`config.mk`:
```
export PLATFORM = sky130hd
export DESIGN_NAME = sram_sdp_clr_flat
export DESIGN_NICKNAME = d
export VERILOG_FILES = /design/src/rtl/sram_pkg.sv /design/src/rtl/sram_sdp_clr_if.sv /design/src/rtl/sram_clear_fsm.sv /design/src/rtl/sram_sdp_clr.sv /design/src/flat_wrapper.sv
export SDC_FILE = /design/constraint.sdc
export NUM_CORES = 1
export LEC_CHECK = 0
export ABC_AREA = 1
export CORE_ASPECT_RATIO = 1.75
export CORE_MARGIN = 2
export CORE_UTILIZATION = 60
export CTS_CLUSTER_DIAMETER = 60
export CTS_CLUSTER_SIZE = 24
export DETAILED_ROUTE_END_ITERATION = 10
export PLACE_DENSITY = 0.75
export REMOVE_ABC_BUFFERS = 1
export SLEW_MARGIN = 20
export SYNTH_ARGS = -nofsm -noshare
export SYNTH_HDL_FRONTEND = slang
export SYNTH_HIERARCHICAL = 1
export SYNTH_SLANG_ARGS = --single-unit
export TNS_END_PERCENT = 10
```
`constraint.sdc`:
```
create_clock -name i_clk -period 3.32 [get_ports i_clk]
set_input_delay 0.664 -clock i_clk [delete_from_list [all_inputs] [get_ports i_clk]]
set_output_delay 0.664 -clock i_clk [all_outputs]
set_load 0.005 [all_outputs]
```
`src/rtl/sram_pkg.sv`:
```
// Shared types and constants for the simple-dual-port SRAM with hardware clear.
// Optional macro SRAM_RD_BYPASS_EN (used in sram_sdp_clr) selects write-first collision reads.
package sram_pkg;

   typedef enum logic {ST_CLEAR, ST_RUN} state_e;

   // Widest word the zero constant covers; users slice it to DATA_WIDTH.
   localparam int unsigned MAX_DATA_WIDTH = 1024;
   localparam logic [MAX_DATA_WIDTH-1:0] ZERO_WORD = '0;

   // Number of byte lanes in a word of width dw (dw must be a multiple of 8).
   function automatic int unsigned bytes_of(input int unsigned dw);
      return dw / 8;
   endfunction

endpackage

```
`src/rtl/sram_sdp_clr_if.sv`:
```
// Request/response bundle for sram_sdp_clr: clear pulse, write port, read port, status.
interface sram_sdp_clr_if #(
   parameter int unsigned ADDR_WIDTH = 5,
   parameter int unsigned DATA_WIDTH = 32
);
   logic                      i_clr;
   logic                      i_wr_en;
   logic [ADDR_WIDTH-1:0]     i_wr_addr;
   logic [DATA_WIDTH/8-1:0]   i_wr_be;
   logic [DATA_WIDTH-1:0]     i_wr_data;
   logic                      i_rd_en;
   logic [ADDR_WIDTH-1:0]     i_rd_addr;
   logic [DATA_WIDTH-1:0]     o_rd_data;
   logic                      o_rd_valid;
   logic                      o_ready;

   modport master (
      output i_clr, i_wr_en, i_wr_addr, i_wr_be, i_wr_data, i_rd_en, i_rd_addr,
      input  o_rd_data, o_rd_valid, o_ready
   );

   modport slave (
      input  i_clr, i_wr_en, i_wr_addr, i_wr_be, i_wr_data, i_rd_en, i_rd_addr,
      output o_rd_data, o_rd_valid, o_ready
   );
endinterface

```
`src/rtl/sram_clear_fsm.sv`:
```
// Clear sequencer: after reset or an i_clr pulse, walks ptr 0..DEPTH-1 issuing zero
// writes, then raises o_ready. All outputs are registered.
module sram_clear_fsm
   import sram_pkg::*;
#(
   parameter int unsigned ADDR_WIDTH = 5,
   parameter int unsigned DEPTH      = 32
) (
   input  logic                  i_clk,
   input  logic                  i_rst,
   input  logic                  i_clr,
   output logic                  o_ready,
   output logic                  o_clr_we,
   output logic [ADDR_WIDTH-1:0] o_clr_addr
);

   localparam logic [ADDR_WIDTH-1:0] LAST_ADDR = ADDR_WIDTH'(DEPTH - 1);

   state_e                  state_q;
   logic [ADDR_WIDTH-1:0]   ptr_q;
   logic                    ready_q;
   logic                    clr_we_q;

   // State, clear pointer and registered outputs advance together.
   always_ff @(posedge i_clk) begin
      if (i_rst) begin
         state_q  <= ST_CLEAR;
         ptr_q    <= '0;
         ready_q  <= 1'b0;
         clr_we_q <= 1'b1;
      end else begin
         case (state_q)
            ST_CLEAR: begin
               if (i_clr) begin
                  ptr_q <= '0;
               end else if (ptr_q == LAST_ADDR) begin
                  state_q  <= ST_RUN;
                  ptr_q    <= '0;
                  ready_q  <= 1'b1;
                  clr_we_q <= 1'b0;
               end else begin
                  ptr_q <= ptr_q + 1'b1;
               end
            end
            ST_RUN: begin
               if (i_clr) begin
                  state_q  <= ST_CLEAR;
                  ptr_q    <= '0;
                  ready_q  <= 1'b0;
                  clr_we_q <= 1'b1;
               end
            end
            default: begin
               state_q  <= ST_CLEAR;
               ptr_q    <= '0;
               ready_q  <= 1'b0;
               clr_we_q <= 1'b1;
            end
         endcase
      end
   end

   assign o_ready    = ready_q;
   assign o_clr_we   = clr_we_q;
   assign o_clr_addr = ptr_q;

endmodule

```
`src/rtl/sram_sdp_clr.sv`:
```
// Simple-dual-port SRAM with byte-enable writes, registered read + valid, and a hardware
// zero-fill sequencer. Define SRAM_RD_BYPASS_EN for write-first same-address reads;
// otherwise a colliding read returns the old word.
module sram_sdp_clr
   import sram_pkg::*;
#(
   parameter int unsigned ADDR_WIDTH = 5,
   parameter int unsigned DATA_WIDTH = 32,
   parameter int unsigned DEPTH      = 32
) (
   input  logic         i_clk,
   input  logic         i_rst,
   sram_sdp_clr_if.slave bus
);

   localparam int unsigned           BYTES   = bytes_of(DATA_WIDTH);
   localparam logic [ADDR_WIDTH:0]   DEPTH_W = (ADDR_WIDTH + 1)'(DEPTH);
   localparam logic [DATA_WIDTH-1:0] ZERO    = ZERO_WORD[DATA_WIDTH-1:0];

   logic [DATA_WIDTH-1:0] mem [DEPTH];

   logic                  ready;
   logic                  clr_we;
   logic [ADDR_WIDTH-1:0] clr_addr;

   logic                  wr_in_range;
   logic                  rd_in_range;
   logic                  wr_ok;
   logic                  rd_acc;
   logic                  bypass;
   logic [DATA_WIDTH-1:0] old_word;
   logic [DATA_WIDTH-1:0] merged;
   logic [DATA_WIDTH-1:0] rd_word;

   logic [DATA_WIDTH-1:0] rd_data_q;
   logic                  rd_valid_q;

   sram_clear_fsm #(
      .ADDR_WIDTH (ADDR_WIDTH),
      .DEPTH      (DEPTH)
   ) u_clear_fsm (
      .i_clk      (i_clk),
      .i_rst      (i_rst),
      .i_clr      (bus.i_clr),
      .o_ready    (ready),
      .o_clr_we   (clr_we),
      .o_clr_addr (clr_addr)
   );

   assign wr_in_range = {1'b0, bus.i_wr_addr} < DEPTH_W;
   assign rd_in_range = {1'b0, bus.i_rd_addr} < DEPTH_W;
   // Reset cycle blocks requests even if o_ready is still high from a previous run.
   assign wr_ok       = ready & ~i_rst & bus.i_wr_en & wr_in_range;
   assign rd_acc      = ready & ~i_rst & bus.i_rd_en;

`ifdef SRAM_RD_BYPASS_EN
   assign bypass = wr_ok & (bus.i_wr_addr == bus.i_rd_addr);
`else
   assign bypass = 1'b0;
`endif

   // Byte merge of write data into the current word at the write address.
   always_comb begin
      old_word = wr_in_range ? mem[bus.i_wr_addr] : ZERO;
      merged   = old_word;
      for (int unsigned k = 0; k < BYTES; k++) begin
         if (bus.i_wr_be[k]) merged[8*k +: 8] = bus.i_wr_data[8*k +: 8];
      end
   end

   // Read word selection: out-of-range reads return zero; collision may bypass.
   always_comb begin
      rd_word = ZERO;
      if (rd_in_range) rd_word = mem[bus.i_rd_addr];
      if (bypass)      rd_word = merged;
   end

   // Array write port: clear sequencer and user writes never overlap (ready is low in clear).
   always_ff @(posedge i_clk) begin
      if (clr_we) begin
         mem[clr_addr] <= ZERO;
      end else if (wr_ok) begin
         mem[bus.i_wr_addr] <= merged;
      end
   end

   // Registered read data and valid; data holds when no read is accepted.
   always_ff @(posedge i_clk) begin
      if (i_rst) begin
         rd_data_q  <= ZERO;
         rd_valid_q <= 1'b0;
      end else begin
         rd_valid_q <= rd_acc;
         if (rd_acc) rd_data_q <= rd_word;
      end
   end

   assign bus.o_rd_data  = rd_data_q;
   assign bus.o_rd_valid = rd_valid_q;
   assign bus.o_ready    = ready;

endmodule

```
`src/flat_wrapper.sv`:
```
// flat-port wrapper written by rule: the top's interface ports become plain ports
module sram_sdp_clr_flat import sram_pkg::*;
#(
   parameter int unsigned ADDR_WIDTH = 5,
   parameter int unsigned DATA_WIDTH = 32,
   parameter int unsigned DEPTH      = 32
)
  (i_clk, i_rst, bus_i_clr, bus_i_wr_en, bus_i_wr_addr, bus_i_wr_be, bus_i_wr_data, bus_i_rd_en, bus_i_rd_addr, bus_o_rd_data, bus_o_rd_valid, bus_o_ready);
  sram_sdp_clr_if #(.ADDR_WIDTH(ADDR_WIDTH), .DATA_WIDTH(DATA_WIDTH)) bus_i ();
  input  logic i_clk;
  input  logic i_rst;
  input wire logic [$bits(bus_i.i_clr)-1:0] bus_i_clr;
  input wire logic [$bits(bus_i.i_wr_en)-1:0] bus_i_wr_en;
  input wire logic [$bits(bus_i.i_wr_addr)-1:0] bus_i_wr_addr;
  input wire logic [$bits(bus_i.i_wr_be)-1:0] bus_i_wr_be;
  input wire logic [$bits(bus_i.i_wr_data)-1:0] bus_i_wr_data;
  input wire logic [$bits(bus_i.i_rd_en)-1:0] bus_i_rd_en;
  input wire logic [$bits(bus_i.i_rd_addr)-1:0] bus_i_rd_addr;
  output wire logic [$bits(bus_i.o_rd_data)-1:0] bus_o_rd_data;
  output wire logic [$bits(bus_i.o_rd_valid)-1:0] bus_o_rd_valid;
  output wire logic [$bits(bus_i.o_ready)-1:0] bus_o_ready;
  assign bus_i.i_clr = bus_i_clr;
  assign bus_i.i_wr_en = bus_i_wr_en;
  assign bus_i.i_wr_addr = bus_i_wr_addr;
  assign bus_i.i_wr_be = bus_i_wr_be;
  assign bus_i.i_wr_data = bus_i_wr_data;
  assign bus_i.i_rd_en = bus_i_rd_en;
  assign bus_i.i_rd_addr = bus_i_rd_addr;
  assign bus_o_rd_data = bus_i.o_rd_data;
  assign bus_o_rd_valid = bus_i.o_rd_valid;
  assign bus_o_ready = bus_i.o_ready;
  sram_sdp_clr #(.ADDR_WIDTH(ADDR_WIDTH), .DATA_WIDTH(DATA_WIDTH), .DEPTH(DEPTH)) u_core (.i_clk(i_clk), .i_rst(i_rst), .bus(bus_i));
endmodule
```
==> results of run 1 <==
-- flip-flops by register name, summed over array words and instances (netlist names) --
register / flops
u_core/bus.o_rd_valid: 1
u_core/u_clear_fsm/state_q: 1
u_core/bus.o_rd_data: 32
u_core/u_clear_fsm/o_ready: 1
u_core/u_clear_fsm/o_clr_we: 1
u_core/mem: 1024
u_core/u_clear_fsm/o_clr_addr: 5
-- stage by stage --
stage	setup slack, ps	cells
floorplan	-1960	3573
global placement	-35.1	4823
detailed placement	-114	4823
CTS	556	4918
global route	432	4918
finish	521	4918
-- power by group through the flow --
| stage | clock network (mW) | logic (mW) | registers (mW) |
|---|---|---|---|
| after detailed placement | 0 | 1.53 | 14.9 |
| after global placement | 0 | 1.51 | 14.9 |
| after CTS | 7.05 | 1.54 | 14.6 |
| after global routing | 7.47 | 1.69 | 14.6 |
| after floorplan | 0 | 0.903 | 14.9 |
| final | 6.97 | 1.57 | 14.6 |
-- routing by layer --
metal  vias to the layer above  GRT usage, %
met3                       359          3.46
met5                         -             0
met4                         2          16.3
li1                      13600             -
met2                      1630          52.3
met1                     13900          35.3
-- worst max path at each step --
stage | startpoint | cells past startpoint | to
floorplan | bus_i_rd_addr[0] | 9 | u_core/bus.o_rd_data[13]
global placement | bus_i_wr_be[0] | 7 | u_core/mem[12][21]
detailed placement | bus_i_wr_be[0] | 7 | u_core/mem[12][19]
CTS | bus_i_wr_en | 10 | u_core/mem[12][19]
global route | bus_i_wr_en | 10 | u_core/mem[12][22]
finish | bus_i_wr_en | 10 | u_core/mem[12][19]
-- layout by cell type, fill, tap and decap left out, types with 2 or more instances in the layout --
cell type / instances
nor3_2: 81
dfxtp_1: 41
nand2_4: 6
nand3_4: 8
o21ai_0: 2
buf_2: 2
edfxtp_1: 1024
nor2_1: 4
inv_1: 45
nand3_1: 903
a21oi_1: 2
nor2_4: 2
nand2_1: 1338
a31oi_4: 4
nor3_1: 48
o211ai_1: 2
ha_1: 2
inv_2: 6
a21oi_2: 3
clkdlybuf4s50_1: 79
nand2_2: 8
buf_12: 49
inv_8: 2
nand3b_1: 4
inv_6: 2
clkbuf_1: 36
clkbuf_8: 2
buf_4: 187
nor2_2: 34
clkbuf_16: 53
-- layout make-up --
| type | instances | share of cell area, % |
|---|---|---|
| multi-input combinational | 2454 | 23.1 |
| timing repair buffer | 319 | 6.56 |
| tap | 931 | 2.38 |
| sequential | 1065 | 64.4 |
| clock buffer | 90 | 3.01 |
| clock inverter | 5 | 0.0970 |
| inverter | 54 | 0.449 |
-- cell families after synthesis --
group,synth area share (%)
and+or+nand+nor,25.0
DFF,71.4
buffers and inverters,3.28
AOI/OAI and AO/OA,0.224
adders and majority gates,0.0566
-- worst max-delay path, delay by kind of cell --
family / cells / cell delay [ps]
AO/OA/AOI/OAI: 1 / 190
buffers and inverters: 3 / 700
AND/OR/NAND/NOR: 6 / 1480
==> run_results.csv, run 1 <==
group,metric,value,unit
run_status,status,"finished, final reports clean",
timing,slew_violations,0,
global_route,grt_pass1_vias,28700,
worst_setup_path,crit_arrival,3050,ps
global_route,grt_antenna_before_repair,1,
final_layout,nets,3998,
yosys,synth_top_area_share,69.6,%
drt,drt_wl_total,113000,um
yosys,synth_edf_count,1024,
die,io_pins,85,
yosys,yosys.area.top_type,"edfxtp_1",
clock_tree,cts_resized,0,
die,die_w,209,um
global_route,grt_remaining_overflow,0,
clock_tree,cts_buffers,51,
job,drv_cap,0,
worst_setup_path,r2r-start,"u_core/u_clear_fsm/o_ready",
worst_setup_path,startpoint_type,"primary input",
timing,finalClockSkew,31.0,ps
global_route,grt_max_degree,129,
timing,period_minus_slack,2800,ps
drt,top_layer,"met5",
clock_tree,cts_tree,"yes",
placement,dpl_cell_area,47500,um^2
yosys,ys_seq_area_share,71.4,%
pwr,leakage,17.5,nW
yosys,synthCells,3838,
yosys,synth_seq_cells,1065,
drt,vias,29500,
drt,wl_met1,40000,um
die,core,72900,um^2
clock_tree,post_cts_buffers,0,
clock_tree,clock-sinks,1065,
clock_tree,holdBufCountCts,0,
drt,drcViolationCount,0,
final_layout,syn_to_final_growth,10.9,%
pwr,pwr-share-comb,6.8,%
hold_path,worstHoldPathType,"register to register",
pwr,irDropWorstVdd,441,uV
worst_setup_path,crit_chain,"clkdlybuf4s50_1 -> inv_2 -> nor2_2 -> o211ai_1 -> nand2_1 -> buf_4 -> nand2_1 -> nand2_2 -> nand3_4 -> nor3_1",
final_layout,drive_above_1_share,11.4,%
drt,drtIter0Drc,3164,
worst_setup_path,rr_worst_depth,9,
yosys,yosys-top-cells-count,"nand2_1, edfxtp_1, nand3_1",
clock_tree,cts_root_buf,"clkbuf_16",
final_layout,postLayoutCellArea,49000,um^2
timing,fmax,357,MHz
pwr,p_total,23.1,mW
global_route,grt_pass1_wl,167000,um
die,die_y,363,um
yosys,yosysWarnings,6,
timing,finalHoldViolCount,0,
hold_path,min_to,"u_core/bus.o_rd_data[15]",
yosys,async_flop_share,0,%
yosys,synth_area_per_cell,11.5,um^2
drt,viasPerCell,5.99,
worst_setup_path,crit_required,3570,ps
worst_setup_path,critPathMaxStageDelay,860,ps
worst_setup_path,end_kind,"register",
hold_path,min-delay-start,"u_core/bus.o_rd_data[15]",
pwr,internal_power,18.1,mW
worst_setup_path,r2r_setup_slack,640,ps
worst_setup_path,slowest_stage,"nor3_1",
drt,wl_per_cell,22.9,um
drt,wl_met3,8920,um
worst_setup_path,r2r_end,"u_core/mem[12][19]",
timing,setup_tns,0,ps
worst_setup_path,crit_fanout,11,
worst_setup_path,path_class,"primary input to register",
timing,worst_slew_pin_slew,1110,ps
final_layout,regArea,31600,um^2
timing,rsz0062_at_grt,"false",
yosys,synth_cell_types,29,
final_layout,finish.utilization,67.2,%
clock_tree,clock_latency,640,ps
global_route,gr-usage-all-layers,29.6,%
pwr,power_frac_clock,30.1,%
timing,fin_crit_sh,84.3,%
timing,fin_hold_ws,472,ps
drt,wl_met2,57200,um
final_layout,multiInputGateArea,11300,um^2
placement,place_congestion,0.912,
yosys,yosysMostFrequentCell,"nand2_1",
pwr,p_sw,5.02,mW
worst_setup_path,crit_top_cell,"nand2_1",
clock_tree,clock_path_buffers,3,
timing,relSlewSlack,25.4,%
pwr,power_frac_seq,63.1,%
yosys,ys_top_cells_by_area,"edfxtp_1, nand2_1, nand3_1, dfxtp_1, nor3_2",
yosys,synthesis.area,44200,um^2
die,start_util,60.6,%
final_layout,diodes,0,
hold_path,holdPathStages,2,
drt,firstDrtPassIters,6,
clock_tree,cts.clk_slew.worst_paths,90,ps
pwr,swShare,21.7,%
timing,setup_viol,0,
yosys,ys.flop_type,"edfxtp_1",
placement,dp_hpwl,69700,um
pwr,power_density,472,nW/um^2
die,row_count,131,
die,dieArea,75900,um^2
drt,drtAntennaViolNets,0,
placement,place.port_buffers,84,
clock_tree,htree_levels,2,
final_layout,num-fill-cells,5125,
No activity file was read; power rests on OpenSTA's default activity.
==> run 2: changes to the inputs <==
- clock period: 3.32 -> 2.8 ns (I/O delays scaled with it)
==> run_results.csv, run 2 (synthesis gave the netlist of run 1 again) <==
group,metric,value,unit
run_status,status,"finished, final reports clean",
final_layout,drive_above_1_share,11.9,%
timing,worst_slew_pin_slew,916,ps
pwr,power_density,558,nW/um^2
worst_setup_path,r2r_setup_slack,480,ps
timing,slew_violations,0,
timing,worst_slack,439,ps
worst_setup_path,endpoint,"u_core/mem[13][5]",
timing,rsz0062_at_grt,"false",
timing,fmax,423,MHz
worst_setup_path,crit_chain,"clkdlybuf4s50_1 -> o211ai_1 -> buf_4 -> nand3b_1 -> nand2_2 -> nand3_4 -> buf_12 -> nor3_1 -> buf_4",
clock_tree,cts.clk_slew.worst_paths,90,ps
clock_tree,cts_resized,0,
worst_setup_path,cpLargestDelayFamily,"buffers and inverters",
die,row_count,131,
clock_tree,cts_root_buf,"clkbuf_16",
placement,dp_hpwl,72100,um
placement,placement.setup.worst_slack,-218,ps
hold_path,min-delay-start,"u_core/bus.o_rd_data[11]",
drt,viasPerCell,6.05,
final_layout,finish.utilization,68.0,%
clock_tree,holdBufCountCts,0,
worst_setup_path,path_class,"primary input to register",
global_route,grt_max_degree,152,
pwr,p_total,27.7,mW
worst_setup_path,rr_worst_depth,11,
final_layout,nets,4018,
worst_setup_path,crit_cells,9,
clock_tree,cts_buffers,52,
global_route,gr-usage-all-layers,30.6,%
timing,fin_crit_sh,84.3,%
pwr,irDropWorstVdd,505,uV
final_layout,regMostFlops,"u_core/mem",
clock_tree,cts_tree,"yes",
final_layout,syn_to_final_growth,12.2,%
worst_setup_path,critPathMaxStageDelay,460,ps
drt,top_layer,"met5",
clock_tree,htree_levels,2,
drt,wl_per_cell,23.3,um
die,die_y,363,um
drt,drt_wl_total,115000,um
global_route,grt_antenna_before_repair,4,
worst_setup_path,r2r_end,"u_core/mem[13][5]",
drt,drtIter0Drc,3607,
pwr,leakage,17.7,nW
placement,place_congestion,0.906,
global_route,grt_pass1_wl,171000,um
final_layout,largest_reg_flops,1024,
clock_tree,clock-sinks,1065,
placement,place.port_buffers,84,
global_route,grt_pass1_vias,29200,
drt,drtAntennaViolNets,0,
worst_setup_path,startpoint_type,"primary input",
worst_setup_path,slowest_stage,"clkdlybuf4s50_1",
drt,wl_met1,39200,um
worst_setup_path,crit_arrival,2710,ps
clock_tree,post_cts_buffers,0,
timing,period_minus_slack,2360,ps
clock_tree,clock_latency,680,ps
drt,vias,29900,
final_layout,final_cell_mix,"nand2_1, edfxtp_1, nand3_1, buf_4, nor3_2",
worst_setup_path,crit_start,"bus_i_wr_be[3]",
drt,wl_met3,9760,um
timing,finalHoldViolCount,0,
timing,relSlewSlack,38.9,%
die,core,72900,um^2
job,drv_cap,0,
worst_setup_path,crit_buf_inv,4,
timing,finalClockSkew,42.6,ps
worst_setup_path,r2r-start,"u_core/u_clear_fsm/o_ready",
worst_setup_path,crit_fanout,10,
worst_setup_path,end_kind,"register",
die,die_w,209,um
timing,setup_viol,0,
global_route,grt_remaining_overflow,0,
worst_setup_path,crit_top_cell,"buf_4",
final_layout,layout_commonest_cell,"nand2_1",
die,io_pins,85,
die,start_util,60.6,%
hold_path,worstHoldPathType,"register to register",
die,dieArea,75900,um^2
worst_setup_path,crit_required,3150,ps
timing,setup_tns,0,ps
drt,wl_met2,59200,um
drt,firstDrtPassIters,7,
clock_tree,clock_path_buffers,3,
drt,drcViolationCount,0,
run 2: cell count changes in the layout (fill, tap and decap cells not counted):
| cell | before | now |
|---|---|---|
| inv_12 | 0 | 1 |
| clkinv_4 | 1 | 0 |
| clkinv_2 | 1 | 3 |
| clkbuf_1 | 36 | 33 |
| clkinv_8 | 1 | 2 |
| diode_2 | 0 | 1 |
| inv_6 | 2 | 3 |
| buf_4 | 187 | 177 |
| buf_12 | 49 | 78 |
| clkbuf_16 | 53 | 54 |
run 2: area by class of cell:
type	count	area, um^2
diodes	1	2.50
multi-input cells	2454	11300
clock inverters	9	90.1
repair buffers	338	3720
fillers	5095	23400
well taps	931	1160
inverters	54	220
flip-flops and latches	1065	31600
clock buffers	88	1490
run 2: worst min path at each step:
stage	endpoint	slack (ps)	cells past startpoint
after floorplan	u_core/u_clear_fsm/o_ready	460	2
after CTS	u_core/bus.o_rd_data[12]	480	2
after detailed placement	u_core/bus.o_rd_data[12]	460	2
after global placement	u_core/bus.o_rd_data[8]	460	2
final	u_core/bus.o_rd_data[11]	470	2
after global routing	u_core/bus.o_rd_data[8]	490	2
run 2: tightest hold or removal path, cell delays in order (launching register included):
cell,delay [ps]
dfxtp_1,320
nand3_1,70
nand2_1,50
run 2: power breakdown:
| part | total [mW] | switching (mW) | internal [mW] |
|---|---|---|---|
| Combinational | 1.89 | 1.30 | 0.584 |
| Clock | 8.48 | 4.78 | 3.71 |
| Sequential | 17.3 | 0.0287 | 17.3 |
| Total | 27.7 | 6.11 | 21.6 |
run 2: per-layer routing:
metal	up-vias	track usage, %
met1	14100	35.5
met4	4	16.8
met5	-	0
li1	13600	-
met3	404	4.08
met2	1686	54.9
run 2: stage by stage:
step / cell area, um^2 / std cells / hold slack [ps]
after floorplan: 43000 / 3573 / 459
after global placement: 48000 / 4842 / 458
after detailed placement: 48000 / 4842 / 461
after CTS: 49600 / 4939 / 475
after global routing: 49600 / 4939 / 493
final: 49600 / 4940 / 471
